<file path="src/rtl/if_id_fifo_pkg.sv">
// rtl/if_id_fifo_pkg.sv - shared constants and types for the IF/ID decoupling buffer
// Purpose: pipeline-wide control encodings (reset, chip enable, stall) and the
//          fetched-word record carried from IF to ID.
// Ports:   none (package).
package if_id_fifo_pkg;

  localparam logic        RST_ENABLE  = 1'b1;
  localparam logic        CHIP_ENABLE = 1'b1;
  localparam logic        STOP        = 1'b1;
  localparam logic        NO_STOP     = 1'b0;
  localparam int          INST_ADDR_W = 32;
  localparam int          INST_W      = 32;
  localparam logic [31:0] ZERO_WORD   = 32'h0000_0000;
  localparam int          IFQ_DEPTH   = 4;

  typedef struct packed {
    logic [INST_ADDR_W-1:0] pc;
    logic [INST_W-1:0]      inst;
  } fetch_t;

endpackage

</file>
<file path="src/rtl/if_id_fifo_mem.sv">
// rtl/if_id_fifo_mem.sv - storage array for buffered {pc, inst} pairs
// Purpose: DEPTH x W register array, one synchronous write port and an
//          asynchronous read of the entry addressed by rd_addr (the head).
//          Data is not reset; validity is tracked by the owner's count.
// Ports:   Clk      clock
//          wr_en    write strobe
//          wr_addr  write index (tail)
//          wr_data  word to store
//          rd_addr  read index (head)
//          rd_data  stored word at rd_addr
module if_id_fifo_mem #(
  parameter int DEPTH = 4,
  parameter int PTR_W = $clog2(DEPTH),
  parameter int W     = 64
) (
  input  logic             Clk,
  input  logic             wr_en,
  input  logic [PTR_W-1:0] wr_addr,
  input  logic [W-1:0]     wr_data,
  input  logic [PTR_W-1:0] rd_addr,
  output logic [W-1:0]     rd_data
);

  logic [W-1:0] mem [DEPTH];

  always_ff @(posedge Clk) begin
    if (wr_en) begin
      mem[wr_addr] <= wr_data;
    end
  end

  assign rd_data = mem[rd_addr];

endmodule

</file>
<file path="src/rtl/if_id_fifo.sv">
// rtl/if_id_fifo.sv - IF/ID decoupling buffer with registered output to ID
// Purpose: captures each word IF retires, buffers up to DEPTH of them while ID
//          is stalled, and presents one registered {pc, inst} per cycle to ID.
// Ports:   Clk          clock, all state on posedge
//          Rst          synchronous reset, active-high
//          stall        ctrl stall vector; [0] IF advance, [2] ID stage
//          flush        pipeline redirect, clears buffer and output
//          if_ce        fetch valid from pc_reg
//          if_pc        address of if_inst
//          if_inst      instruction fetched at if_pc
//          id_pc        registered pc for ID
//          id_inst      registered instruction for ID (zero = bubble)
//          id_valid     id_pc/id_inst hold a real fetched word
//          stallreq_if  buffer full, ctrl must hold IF
//          ovf          sticky: a push arrived while full and nothing popped
module if_id_fifo
  import if_id_fifo_pkg::*;
#(
  parameter int DEPTH = IFQ_DEPTH
) (
  input  logic                   Clk,
  input  logic                   Rst,
  input  logic [5:0]             stall,
  input  logic                   flush,
  input  logic                   if_ce,
  input  logic [INST_ADDR_W-1:0] if_pc,
  input  logic [INST_W-1:0]      if_inst,
  output logic [INST_ADDR_W-1:0] id_pc,
  output logic [INST_W-1:0]      id_inst,
  output logic                   id_valid,
  output logic                   stallreq_if,
  output logic                   ovf
);

  localparam int               PTR_W    = $clog2(DEPTH);
  localparam int               CNT_W    = PTR_W + 1;
  localparam logic [CNT_W-1:0] FULL_CNT = CNT_W'(DEPTH);

  logic [PTR_W-1:0] rd_ptr;
  logic [PTR_W-1:0] wr_ptr;
  logic [CNT_W-1:0] count;

  logic   push, adv, empty, full, pop, bypass, wr_en, drop;
  fetch_t in_word, head_word;

  // stall bits owned by other stages are intentionally ignored here
  logic unused_stall;
  assign unused_stall = ^{stall[5:3], stall[1]};

  assign in_word = '{pc: if_pc, inst: if_inst};

  assign push   = (if_ce == CHIP_ENABLE) && (stall[0] == NO_STOP) && !flush;
  assign adv    = (stall[2] == NO_STOP);
  assign empty  = (count == '0);
  assign full   = (count == FULL_CNT);
  assign pop    = adv && !empty;
  // An empty buffer with ID advancing hands the word straight to the output.
  assign bypass = adv && empty && push;
  // A pop in the same cycle frees the slot the tail is about to reuse.
  assign wr_en  = push && !bypass && (!full || pop);
  assign drop   = push && full && !pop;

  assign stallreq_if = full;

  if_id_fifo_mem #(
    .DEPTH (DEPTH),
    .PTR_W (PTR_W),
    .W     ($bits(fetch_t))
  ) u_mem (
    .Clk     (Clk),
    .wr_en   (wr_en && (Rst != RST_ENABLE)),
    .wr_addr (wr_ptr),
    .wr_data (in_word),
    .rd_addr (rd_ptr),
    .rd_data (head_word)
  );

  always_ff @(posedge Clk) begin
    if (Rst == RST_ENABLE) begin
      id_pc    <= ZERO_WORD;
      id_inst  <= ZERO_WORD;
      id_valid <= 1'b0;
      ovf      <= 1'b0;
      count    <= '0;
      rd_ptr   <= '0;
      wr_ptr   <= '0;
    end else if (flush) begin
      id_pc    <= ZERO_WORD;
      id_inst  <= ZERO_WORD;
      id_valid <= 1'b0;
      count    <= '0;
      rd_ptr   <= '0;
      wr_ptr   <= '0;
    end else begin
      if (adv) begin
        if (pop) begin
          id_pc    <= head_word.pc;
          id_inst  <= head_word.inst;
          id_valid <= 1'b1;
        end else if (push) begin
          id_pc    <= if_pc;
          id_inst  <= if_inst;
          id_valid <= 1'b1;
        end else begin
          id_pc    <= ZERO_WORD;
          id_inst  <= ZERO_WORD;
          id_valid <= 1'b0;
        end
      end
      if (pop) begin
        rd_ptr <= rd_ptr + 1'b1;
      end
      if (wr_en) begin
        wr_ptr <= wr_ptr + 1'b1;
      end
      count <= count + CNT_W'(wr_en) - CNT_W'(pop);
      if (drop) begin
        ovf <= 1'b1;
      end
    end
  end

endmodule
</file>
<file path="config.mk">
export PLATFORM = sky130hd
export DESIGN_NAME = if_id_fifo
export DESIGN_NICKNAME = d
export VERILOG_FILES = /design/src/rtl/if_id_fifo_pkg.sv /design/src/rtl/if_id_fifo_mem.sv /design/src/rtl/if_id_fifo.sv
export SDC_FILE = /design/constraint.sdc
export NUM_CORES = 1
export LEC_CHECK = 0
export BUFFER_PORTS_ARGS = -buffer_cell sky130_fd_sc_hd__clkbuf_2
export CORE_ASPECT_RATIO = 0.75
export CORE_MARGIN = 2
export CORE_UTILIZATION = 29
export CTS_CLUSTER_SIZE = 30
export DETAILED_ROUTE_END_ITERATION = 8
export SYNTH_ARGS = -nofsm -noshare
export SYNTH_HDL_FRONTEND = slang
export SYNTH_SLANG_ARGS = --single-unit
</file>
<file path="constraint.sdc">
create_clock -name Clk -period 10.6 [get_ports Clk]
set_input_delay 2.12 -clock Clk [delete_from_list [all_inputs] [get_ports Clk]]
set_output_delay 2.12 -clock Clk [all_outputs]
set_load 0.01 [all_outputs]
</file>
* Word-level counts from Yosys, hierarchy flattened
Memories as Yosys holds them, arrays and structs flattened. A register that Yosys moved wholly into a read port is not among the register bits.
Cells that the tools add are included.
** Operators by class
- Add/sub/neg operators :: 4
- Equal/unequal tests :: 1
- Mux-type cells :: 10
- Bitwise logic cells :: 4
- Reductions and logical operators :: 19
** Operator list (count)
- 32-bit two-way mux :: 4
- 1-bit logical AND :: 10
- 1-bit logical NOT :: 5
- 2-bit by 1-bit adder with 2-bit output (second input constant) :: 2
- 1-bit two-way mux :: 4
- 2-bit two-way mux :: 2
- 1-bit NOT :: 4
- 3-bit by 1-bit adder with 3-bit output :: 1
- 3-bit equality test (second input constant) :: 1
- 3-bit logical NOT :: 1
- 3-bit by 1-bit subtractor with 3-bit output :: 1
- 2-bit AND reduction :: 1
- 2-bit OR reduction :: 1
- 1-bit logical OR :: 1
** Storage, ports and cells
- Bits in registers :: 73
- Memory bits (writable) :: 256
- Output and inout bits :: 67
- Word-level logic and storage cells :: 46
- Memories kept :: 1
** Memory list
- u_mem.mem :: depth 4, width 64, rd ports 1, clocked after Yosys merged registers in 1, wr ports 1, RTL line if_id_fifo_mem.sv:24 : logic [W-1:0] mem [DEPTH];

* Logic depth before layout (Yosys ltp)
Gate-level depths: netlist of the first run.
- Word-level depth :: 10
- Mapped depth :: 8
- Depth with buffers taken out :: 8

* Hierarchy
From an unflattened synthesis of the first run, not the netlist that was laid out.
** Second synthesis, totals
- Cell total of the unflattened synthesis :: 753
- Area total of the unflattened synthesis :: 12782.3 sq um
** Modules (own cells, without submodules)
- if_id_fifo_mem :: times used 1, cells each 338, area each 9341.5 sq um
- if_id_fifo :: times used 1, cells each 415, area each 3440.8 sq um

* Worst setup path before layout of the first run
No wires, ideal clock.
- Path kind :: input port to flip-flop
- From :: in stall[0]
- To :: mem u_mem.mem[0][0], enable pin
- Data arrival time :: 7482 ps
- Required time :: 10022 ps
- Path slack :: 2540 ps
- Stages on the path :: 3
- Buffers on the path :: 0
- Cells stage by stage :: nor3b_1 > o31ai_1 > nor3b_1
** Between the ends
- Word-level cells in the longest chain between the ends :: 10
** Ends and longest elaborated chain
- start: declaration :: RTL line if_id_fifo.sv:23 : input logic [5:0] stall,
- 1-bit NOT (*) :: RTL line if_id_fifo.sv:52 : assign push = (if_ce == CHIP_ENABLE) && (stall[0] == NO_STOP) && !flush;
- 1-bit logical AND (*) (2 in series) :: RTL line if_id_fifo.sv:52
- 1-bit logical AND :: RTL line if_id_fifo.sv:58 : assign bypass = adv && empty && push;
- 1-bit logical NOT :: RTL line if_id_fifo.sv:60 : assign wr_en = push && !bypass && (!full || pop);
- 1-bit logical AND (*) (2 in series) :: RTL line if_id_fifo.sv:60
- 1-bit logical AND (*) :: RTL line if_id_fifo.sv:71 : .wr_en (wr_en && (Rst != RST_ENABLE)),
- 1-bit two-way mux (*) :: RTL line if_id_fifo_mem.sv:27 : if (wr_en) begin
- 1-bit two-way mux (implied by the code) (*) :: RTL line if_id_fifo_mem.sv:28 : mem[wr_addr] <= wr_data;
- end: declaration :: RTL line if_id_fifo_mem.sv:24
Mark *: on every way between the ends. The rest lies on a longest branch, timed or not.

* Worst setup path in the final report of the first run
- From :: in flush
- To :: mem u_mem.mem[3][42], enable pin
** Between the ends
- Word-level cells in the longest chain between the ends :: 9
** Ends and longest elaborated chain
- start: declaration :: RTL line if_id_fifo.sv:24 : input logic flush,
- 1-bit logical NOT (*) :: RTL line if_id_fifo.sv:52
- 1-bit logical AND (*) :: RTL line if_id_fifo.sv:52
- 1-bit logical AND :: RTL line if_id_fifo.sv:58
- 1-bit logical NOT :: RTL line if_id_fifo.sv:60
- 1-bit logical AND (*) (2 in series) :: RTL line if_id_fifo.sv:60
- 1-bit logical AND (*) :: RTL line if_id_fifo.sv:71
- 1-bit two-way mux (*) :: RTL line if_id_fifo_mem.sv:27
- 1-bit two-way mux (implied by the code) (*) :: RTL line if_id_fifo_mem.sv:28
Marked as above.

==> results of run 1 <==
[through the flow]
stage	utilization, %	cells
finish	35.5	1362
global route	35.5	1361
CTS	35.5	1361
detailed placement	32.5	1295
global placement	32.5	1295
floorplan	-	610
[placed cells by master, fill, tap and decap left out, types with 2 or more instances in the layout]
master	count
o21ai_0	2
inv_1	4
nor2_1	3
edfxtp_1	256
ha_1	5
or3_1	2
nor3b_2	5
a221o_2	47
xnor2_1	2
o31ai_1	2
dfxtp_4	2
clkinv_1	4
mux4_2	64
clkbuf_1	7
nor3b_1	2
clkbuf_16	39
clkbuf_8	4
mux2i_1	2
nor3_1	3
and2_1	65
buf_4	15
clkinv_2	4
bufinv_16	4
a21oi_1	3
clkinvlp_4	2
nand2_1	5
a221o_1	17
dfxtp_1	73
clkbuf_2	136
[worst min-delay path: stages (launching register included)]
cell     delay [ps]
dfxtp_1         310
o31ai_1          60
a21oi_1          70
[Yosys cell counts (2+ instances only)]
| cell | n | area share (%) |
|---|---|---|
| a21oi_1 | 3 | 0.12 |
| a221o_1 | 17 | 1.4 |
| a221o_2 | 47 | 4.3 |
| and2_1 | 65 | 3.3 |
| buf_2 | 6 | 0.24 |
| buf_4 | 2 | 0.12 |
| buf_6 | 13 | 1.2 |
| clkbuf_1 | 12 | 0.36 |
| dfxtp_1 | 75 | 12 |
| dlygate4sd1_1 | 2 | 0.14 |
| edfxtp_1 | 256 | 62 |
| ha_1 | 5 | 0.51 |
| inv_1 | 4 | 0.12 |
| mux2i_1 | 2 | 0.16 |
| mux4_2 | 64 | 12 |
| nand2_1 | 5 | 0.15 |
| nor2_1 | 3 | 0.091 |
| nor3_1 | 3 | 0.12 |
| nor3b_1 | 7 | 0.42 |
| o21ai_0 | 2 | 0.081 |
| o31ai_1 | 2 | 0.12 |
| or3_1 | 2 | 0.10 |
| xnor2_1 | 2 | 0.14 |
[cell type report]
type | count | area [um^2]
antenna | 1 | 2.50
clock buffer | 50 | 1060
clock inverter | 16 | 195
fill | 3977 | 27100
inverter | 4 | 15.0
multi-input combinational | 240 | 2940
sequential | 331 | 9200
tap | 569 | 712
timing repair buffer | 151 | 793
[report_power, final]
part	switching (mW)	internal [mW]	total, mW
combinational	0.0393	0.0257	0.0650
sequential	0.00412	1.40	1.41
clock	0.513	0.798	1.31
[registers in the layout, indices dropped and copies added (netlist names), named ones only]
register and flops:
count 3, id_inst 32, id_pc 32, id_valid 1, ovf 1, rd_ptr 2
u_mem.mem 256, wr_ptr 2
[kinds of logic after synthesis]
logic type / after synthesis / synth area share, %
flops: 331 / 74.3
simple gates: 93 / 4.80
compound gates: 72 / 6.03
mux: 66 / 11.8
buf+inv: 39 / 2.18
fa+ha+maj: 6 / 0.668
xor+xnor: 3 / 0.213
[layer usage]
metal	vias to the layer above	routed length [um]	global-route usage [%]
li1	2822	-	-
met1	3263	12400	16.4
met2	150	12900	20.3
met3	34	1450	3.07
met4	0	514	3.46
met5	-	0	0
[how the worst min path moves through the flow]
stage | cells past startpoint | start | endpoint
global route | 2 | rd_ptr[1] | register
global placement | 2 | ovf | ovf
floorplan | 2 | rd_ptr[1] | register
detailed placement | 2 | ovf | ovf
CTS | 2 | ovf | ovf
finish | 2 | rd_ptr[1] | register
==> results by group, run 1 <==
Clocking
  • TritonCTS Buffers: 36
  • CTS Root Cell: clkbuf_16
  • CTS clk-pin slew, worst paths: about 60 ps
  • Hold_buf cts: 0
  • CTS tree: done
  • CTS max path bufs: 3
  • Clock Sinks: around 330
  • Clock Latency Late Sink: 540 ps
  • Post_cts resized: 0
  • # Post-CTS Setup Buffers: 0
  • H-tree levels: 2

STA
  • WHS: between 400 and 500 ps
  • Finish-stage setup viols: 0
  • Tightest Pin Transition: around 1100 ps
  • Final setup margin: approximately 6700 ps
  • Setup TNS: 0 ps
  • Final cycle utilization of the critical path: approximately 37%
  • Skew final: roughly 25 ps
  • Final Hold Vio Count: 0
  • Crit path time final: between 3000 and 4000 ps
  • Slew headroom: roughly 24%
  • Slew Viols, Final: 0
  • RSZ-0062 raised after global routing: false
  • Max Freq: ~260 MHz

Cells and area
  • Layout area overhead: 20.6%
  • Nets: approximately 840
  • Design area: roughly 0.015 mm^2
  • Layout cells sized above 1: approximately two fifths

Yosys
  • Mapped Avg Cell Area: about 20 um^2
  • Mapped Cells: approximately 600
  • Yosys warning count: 0
  • Netlist cell types: 34
  • Fraction of registers with async set/reset: 0%
  • Syn_nets: between 600 and 700
  • #FFs+latches synth: about 330
  • Synth Cell Area: approximately 0.012 mm^2
  • Top FF cell, synth: edfxtp_1
  • Post-synth EDFFs: roughly 260
  • Sequential element share of the synthesized area: between 70% and 80%

Detailed routing
  • Routed Antenna Nets: 0
  • First drt pass iteration count: 4
  • Vias: between 6k and 7k
  • Iter 0 DRT Violations: between 300 and 400
  • Post-Route WL: 27200 um
  • Drt drc: 0
  • DR WL/cell: ~20 um
  • Via/cell ratio: about 4.6

Place
  • Setup WS pre-CTS: 6140 ps
  • Port-buffer cells: 136
  • Hpwl dp: roughly 15000 um
  • Cell Area, Placed: around 0.014 mm^2
  • Final Wtd Congestion: 0.703

Run status
  • Status: complete, no violations

Run
  • Max-cap violations: 0

Global routing
  • Final global-route overflow total: 0
  • First-pass GRT wire length: between 40000 and 50000 um
  • Gr usage total: 12.4%
  • Vias in the first global route: around 6.6k
  • Pin count of the biggest net entering global routing: 65
  • Initial antenna violation count: 1

Power
  • Leakage: between 5 and 6 nW
  • Pwr Total: about 2.8 mW
  • Max VDD drop: roughly 0.12 mV
  • Power Density: approximately 190 mW/mm^2

Worst setup path
  • Critical Path AT: 4040 ps
  • Crit-path max FO: 42
  • Startpoint types: input pin
  • CP Capture Type: register
  • WS Path Type: input pin to register
  • Worst R2R End: id_pc[17]
  • Worst path depth: 5
  • Worst path cell trace: clkbuf_2 > nor3b_1 > o31ai_1 > nor3b_2 > buf_4
  • CP peak stage delay: between 500 and 600 ps
  • R2R setup slack: ~8000 ps
  • Worst Path Buf+Inv: 2
  • Critical path endpoint: u_mem.mem[3][42]
  • Critical Path Slowest Stage Cell: buf_4
  • Crit. Startpoint: flush
  • Worst r2r path cells: 3
  • Crit-path leading delay family: simple AND/OR/NAND/NOR gates
  • Crit path required time: ~11000 ps

Die
  • Die Y: between 150 and 200 um
  • Die Area: approximately 0.044 mm^2
  • Rows: 65
  • Initial Utilization: 29.4%
  • Ports: approximately 140
  • Core Area: 0.0420 mm^2
  • DIE WIDTH: 242 um

Hold path
  • Min-delay worst type: register to register
Note: power is estimated with default switching activity, not from simulation.
==> run 2, diff against run 1 <==
Settings changed: ABC_AREA from default to 1.
Clock period 10.6 ns to 3.67 ns, I/O delays scaled along.
==> run 2 against run 1 <==
Clock power increased to 2.7 times the previous value. Non-clock buffer count rose by 7. Largest power group unchanged. Critical endpoint is now u_mem.mem[3][10]. Total power rose to 2.8 times the previous value. Flip-flop and latch count did not move. Critical path depth increased by 1.
==> results by group, run 2 <==
Run status
  • Status: complete, no violations

STA
  • Slew headroom: between 20 and 30%
  • Finish-stage setup viols: 0
  • Slew Viols, Final: 0
  • Crit path time final: about 2700 ps
  • Max Freq: around 370 MHz
  • Tightest Pin Transition: around 1100 ps
  • RSZ-0062 raised after global routing: false
  • Skew final: approximately 19 ps
  • Final Hold Vio Count: 0
  • Setup TNS: 0 ps
  • Final cycle utilization of the critical path: about 73%

Clocking
  • Clock Sinks: ~330
  • CTS Root Cell: clkbuf_16
  • CTS clk-pin slew, worst paths: about 60 ps
  • Post_cts resized: 0
  • Clock Latency Late Sink: between 500 and 600 ps
  • CTS max path bufs: 3
  • # Post-CTS Setup Buffers: 0
  • CTS tree: done
  • Hold_buf cts: 0
  • TritonCTS Buffers: 36
  • H-tree levels: 2

Power
  • Leakage: between 6 and 7 nW
  • Max VDD drop: roughly 0.33 mV
  • Power Density: between 400 and 500 mW/mm^2

Global routing
  • Pin count of the biggest net entering global routing: between 60 and 70
  • Initial antenna violation count: 1
  • First-pass GRT wire length: approximately 56000 um
  • Gr usage total: between 10 and 15%
  • Final global-route overflow total: 0
  • Vias in the first global route: 9394

Yosys
  • Syn_nets: 1425
  • Cell accounting for the most synthesized area: edfxtp_1
  • Yosys warning count: 0
  • Commonest cells in the netlist: 389 x nand2_1, 256 x edfxtp_1, 224 x nand3_1
  • Top-count cell post-synth: nand2_1
  • Mapped Avg Cell Area: approximately 10 um^2
  • Sequential element share of the synthesized area: between 60% and 70%
  • Mapped Cells: approximately 1.3k
  • Synth area leaders: edfxtp_1 56%, dfxtp_1 11%, nand2_1 11%
  • Synth Cell Area: ~0.014 mm^2
  • Fraction of registers with async set/reset: 0%
  • #FFs+latches synth: around 330
  • Yosys top cell area share: approximately 56%
  • Netlist cell types: 25
  • Top FF cell, synth: edfxtp_1
  • Post-synth EDFFs: about 260

Cells and area
  • Max FFs per register: roughly 260
  • Core Util, Final: between 30% and 40%
  • Most frequent cells in the layout: 389 x nand2_1, 256 x edfxtp_1, 223 x nand3_1, 135 x clkbuf_2, 111 x inv_1
  • ANT cells: 0
  • Layout cells sized above 1: about 15%
  • Final Non-Filler Cells: around 2.1k
  • Nets: about 1.5k
  • Top Registers: u_mem.mem: 256 flops, id_inst: 32 flops, id_pc: 32 flops
  • Layout area overhead: 18.3%
  • Design area: between 0.015 and 0.02 mm^2
  • Most common cell after layout, fill and taps aside: nand2_1
  • Register with the most flip-flops: u_mem.mem

Worst setup path
  • Crit-path leading delay family: simple AND/OR/NAND/NOR gates
  • WS Path Type: input pin to register
  • Critical Path AT: approximately 2900 ps
  • Crit path required time: ~3900 ps
  • CP peak stage delay: roughly 640 ps
  • Crit-path max FO: 37
  • Worst Path Buf+Inv: 3
  • CP Capture Type: register
  • R2R setup slack: ~1200 ps
  • Critical Path Slowest Stage Cell: nor2_4
  • Worst path cell trace: buf_4 > inv_2 > nand3_2 > nand4_1 > nor2_4 > buf_12
  • Startpoint types: input pin

Die
  • Core Area: around 0.046 mm^2
  • Initial Utilization: between 20% and 30%
  • Rows: between 60 and 70
  • Die Y: ~190 um
  • Die Area: 0.0487 mm^2
  • Ports: 141
  • DIE WIDTH: 254 um

Place
  • Post-Place Cells: ~2.1k
  • Port-buffer cells: about 140
  • Cell Area, Placed: between 0.01 and 0.015 mm^2
  • Final Wtd Congestion: 0.683
  • Hpwl dp: roughly 19000 um

Detailed routing
  • Post-Route WL: 36700 um
  • Drt drc: 0
  • Iter 0 DRT Violations: approximately 730
  • DR WL/cell: ~17 um
  • Vias: approximately 9.7k
  • Routed Antenna Nets: 0
  • Via/cell ratio: about 4.6
  • First drt pass iteration count: 5

Run
  • Max-cap violations: 0

Hold path
  • Min-delay worst type: input pin to register
==> run 2: cell types whose count changed in the layout (fill, tap and decap cells not counted), moves of 34 or more <==
| cell | before | now |
|---|---|---|
| nor2_1 | 3 | 105 |
| and2_1 | 65 | 0 |
| nand4_1 | 0 | 37 |
| inv_1 | 4 | 111 |
| mux4_2 | 64 | 0 |
| a21oi_1 | 3 | 37 |
| nand3_1 | 0 | 223 |
| nand2_1 | 5 | 389 |
| a221o_2 | 47 | 0 |
==> run 2: area by class of cell <==
cell class	instances	area [um^2]
fillers	4568	30100
flip-flops and latches	331	9200
multi-input cells	813	3620
clock buffers	51	1010
repair buffers	158	936
well taps	630	788
inverters	119	449
clock inverters	13	118
==> run 2: worst paths after layout <==
kind / start / to / cells after the start
max: stall[2] / u_mem.mem[3][10] / 6
min: if_pc[0] / u_mem.mem[2][32] / 1
max reg2reg: count[1] / u_mem.mem[3][10] / 7
min reg2reg: rd_ptr[0] / rd_ptr[0] / 1
==> run 2: kinds of logic (layout without fill, tap and decap cells) <==
kind of cell	after synthesis	after routing	synth area share, %
AOI/OAI and AO/OA	43	43	1.69
xor gates and xnor gates	2	2	0.129
adders and majority gates	6	6	0.606
buffers and inverters	201	341	6.24
DFF	331	331	67.5
and+or+nand+nor	762	762	23.9
==> run 2: report_power, final <==
part / total, mW / internal [mW] / switching [mW]
Combinational: 0.306 / 0.0783 / 0.227
Sequential: 4.06 / 4.05 / 0.0102
Clock: 3.50 / 2.06 / 1.45
Total: 7.87 / 6.18 / 1.68
==> run 2: through the flow <==
stage	hold WS, ps	total power [mW]	setup WS [ps]
2_1_floorplan	444	4.29	-950
3_5_place_dp	461	4.45	411
3_3_place_gp	448	4.44	414
4_1_cts	413	7.98	962
6_report	454	7.87	1000
5_1_grt	432	8.15	902
==> run 2: routing by layer <==
metal | vias to the layer above | routed length [um] | GRT usage (%)
met4 | 2 | 515 | 3.42
met2 | 204 | 17300 | 24.6
met1 | 4754 | 16900 | 20.3
met5 | - | 13 | 0
li1 | 4718 | - | -
met3 | 49 | 2010 | 3.04
==> run 3, diff against run 2 <==
Clock period 3.67 ns to 2.5 ns, I/O delays scaled along.
==> run 3 against run 2 <==
Global-route usage is essentially flat. Hold slack lost 240 ps. Register-to-register slack lost 550 ps. Cell count grew 0.52%. Wire length shrank 0.97%. Clock skew shrank 10 ps. Setup slack lost 440 ps. Final area grew 0.85%. Via count is essentially flat. Critical path type is now register to output pin. Highest routed layer unchanged.
==> results by group, run 3 (synthesis gave the netlist of run 2 again) <==
Run status
  • Status: complete, no violations

STA
  • Setup TNS: 0 ps
  • Crit path time final: approximately 1900 ps
  • Finish-stage setup viols: 0
  • Slew Viols, Final: 0
  • Final Hold Vio Count: 0
  • Max Freq: a little over 500 MHz
  • WHS: 215 ps
  • Skew final: approximately 8.5 ps
  • Tightest Pin Transition: slightly below 700 ps
  • Slew headroom: 54.8%
  • Final cycle utilization of the critical path: 77.6%
  • RSZ-0062 raised after global routing: false

Die
  • Die Y: between 150 and 200 um
  • DIE WIDTH: ~250 um
  • Core Area: between 0.04 and 0.05 mm^2
  • Die Area: 0.0487 mm^2
  • Ports: 141
  • Rows: 68
  • Initial Utilization: approximately 29%

Detailed routing
  • Via/cell ratio: 4.57
  • Vias: 9726
  • DR WL/cell: roughly 17 um
  • Routed Antenna Nets: 0
  • First drt pass iteration count: 5
  • Post-Route WL: 36400 um
  • Iter 0 DRT Violations: between 700 and 800
  • Drt drc: 0

Clocking
  • Clock Latency Late Sink: ~520 ps
  • # Post-CTS Setup Buffers: 0
  • H-tree levels: 2
  • CTS max path bufs: 3
  • CTS Root Cell: clkbuf_16
  • TritonCTS Buffers: 37
  • Clock Sinks: roughly 330
  • Hold_buf cts: 0
  • Post_cts resized: 0
  • CTS tree: done
  • CTS clk-pin slew, worst paths: 60 ps

Worst setup path
  • WS Path Type: register to output pin
  • CP Capture Type: output pin
  • Startpoint types: register
  • Crit path required time: 2000 ps
  • Crit-path max FO: 4
  • Critical Path AT: ~1400 ps

Power
  • Power Density: between 700 and 800 mW/mm^2
  • Max VDD drop: between 0.3 and 0.4 mV
  • Leakage: 6.53 nW

Cells and area
  • Most common cell after layout, fill and taps aside: nand2_1
  • Core Util, Final: a little over a third
  • Max FFs per register: around 260
  • Layout cells sized above 1: ~16%
  • Top Registers: u_mem.mem: 256 flops, id_inst: 32 flops, id_pc: 32 flops
  • Register with the most flip-flops: u_mem.mem
  • Nets: ~1.5k
  • Layout area overhead: 19.3%
  • Most frequent cells in the layout: 389 x nand2_1, 256 x edfxtp_1, 223 x nand3_1, 135 x clkbuf_2, 110 x inv_1

Global routing
  • Gr usage total: between 10% and 20%
  • Initial antenna violation count: 2
  • Pin count of the biggest net entering global routing: 129
  • Vias in the first global route: 9071
  • Final global-route overflow total: 0
  • First-pass GRT wire length: around 55000 um

Place
  • Port-buffer cells: 136
  • Hpwl dp: a little under 20000 um
  • Final Wtd Congestion: 0.734

Hold path
  • Min-delay worst type: input pin to register

Run
  • Max-cap violations: 0
[run 3: cell types whose count changed in the layout (fill, tap and decap cells not counted), moves of 4 or more]
cell / previous run / this run
buf_4: 16 / 20
clkinv_1: 6 / 2
clkbuf_8: 3 / 9
buf_12: 7 / 11
[run 3: worst paths after layout]
kind / start / endpoint / slack [ps] / depth (start not counted)
setup / recovery: count[1] / stallreq_if / 560 / 4
hold / removal: if_pc[4] / u_mem.mem[3][36] / 210 / 1
setup reg to reg: count[1] / u_mem.mem[3][5] / 640 / 8
hold reg to reg: rd_ptr[0] / register / 470 / 1
[run 3: worst max-delay path: stages (launching register included)]
cell and delay (ps):
dfxtp_1 360, nor2_4 190, nand2_1 70, inv_1 110, clkbuf_2 190
[run 3: area by class of cell]
cell class	instances	area, um^2
fillers	4613	29900
flip-flops and latches	331	9200
multi-input cells	813	3630
repair buffers	166	1050
diodes	2	5.00
well taps	630	788
clock buffers	59	1100
clock inverters	6	38.8
inverters	119	452
[run 3: power by group]
part / switching (mW) / internal, mW
Combinational: 0.332 / 0.128
Clock: 2.13 / 3.01
Sequential: 0.0139 / 5.95
Total: 2.48 / 9.08
[run 3: through the flow]
| stage | cell area (um^2) | worst slack (ps) | std cells | power [mW] |
|---|---|---|---|---|
| 5_1_grt | 16200 | 491 | 2125 | 12.0 |
| 3_5_place_dp | 15100 | 417 | 2059 | 6.54 |
| 2_1_floorplan | 13700 | -306 | 1345 | 6.31 |
| 4_1_cts | 16200 | 513 | 2124 | 11.7 |
| 6_report | 16300 | 561 | 2126 | 11.6 |
| 3_3_place_gp | 15100 | 433 | 2059 | 6.53 |
[run 3: routing by layer]
layer  vias to the layer above  track usage, %  share of wire, %
met5                         -               0             0.030
met2                       253            23.1                45
li1                       4745               -                 -
met4                         2            4.14               2.2
met1                      4671            21.1                46
met3                        55            3.20               6.9
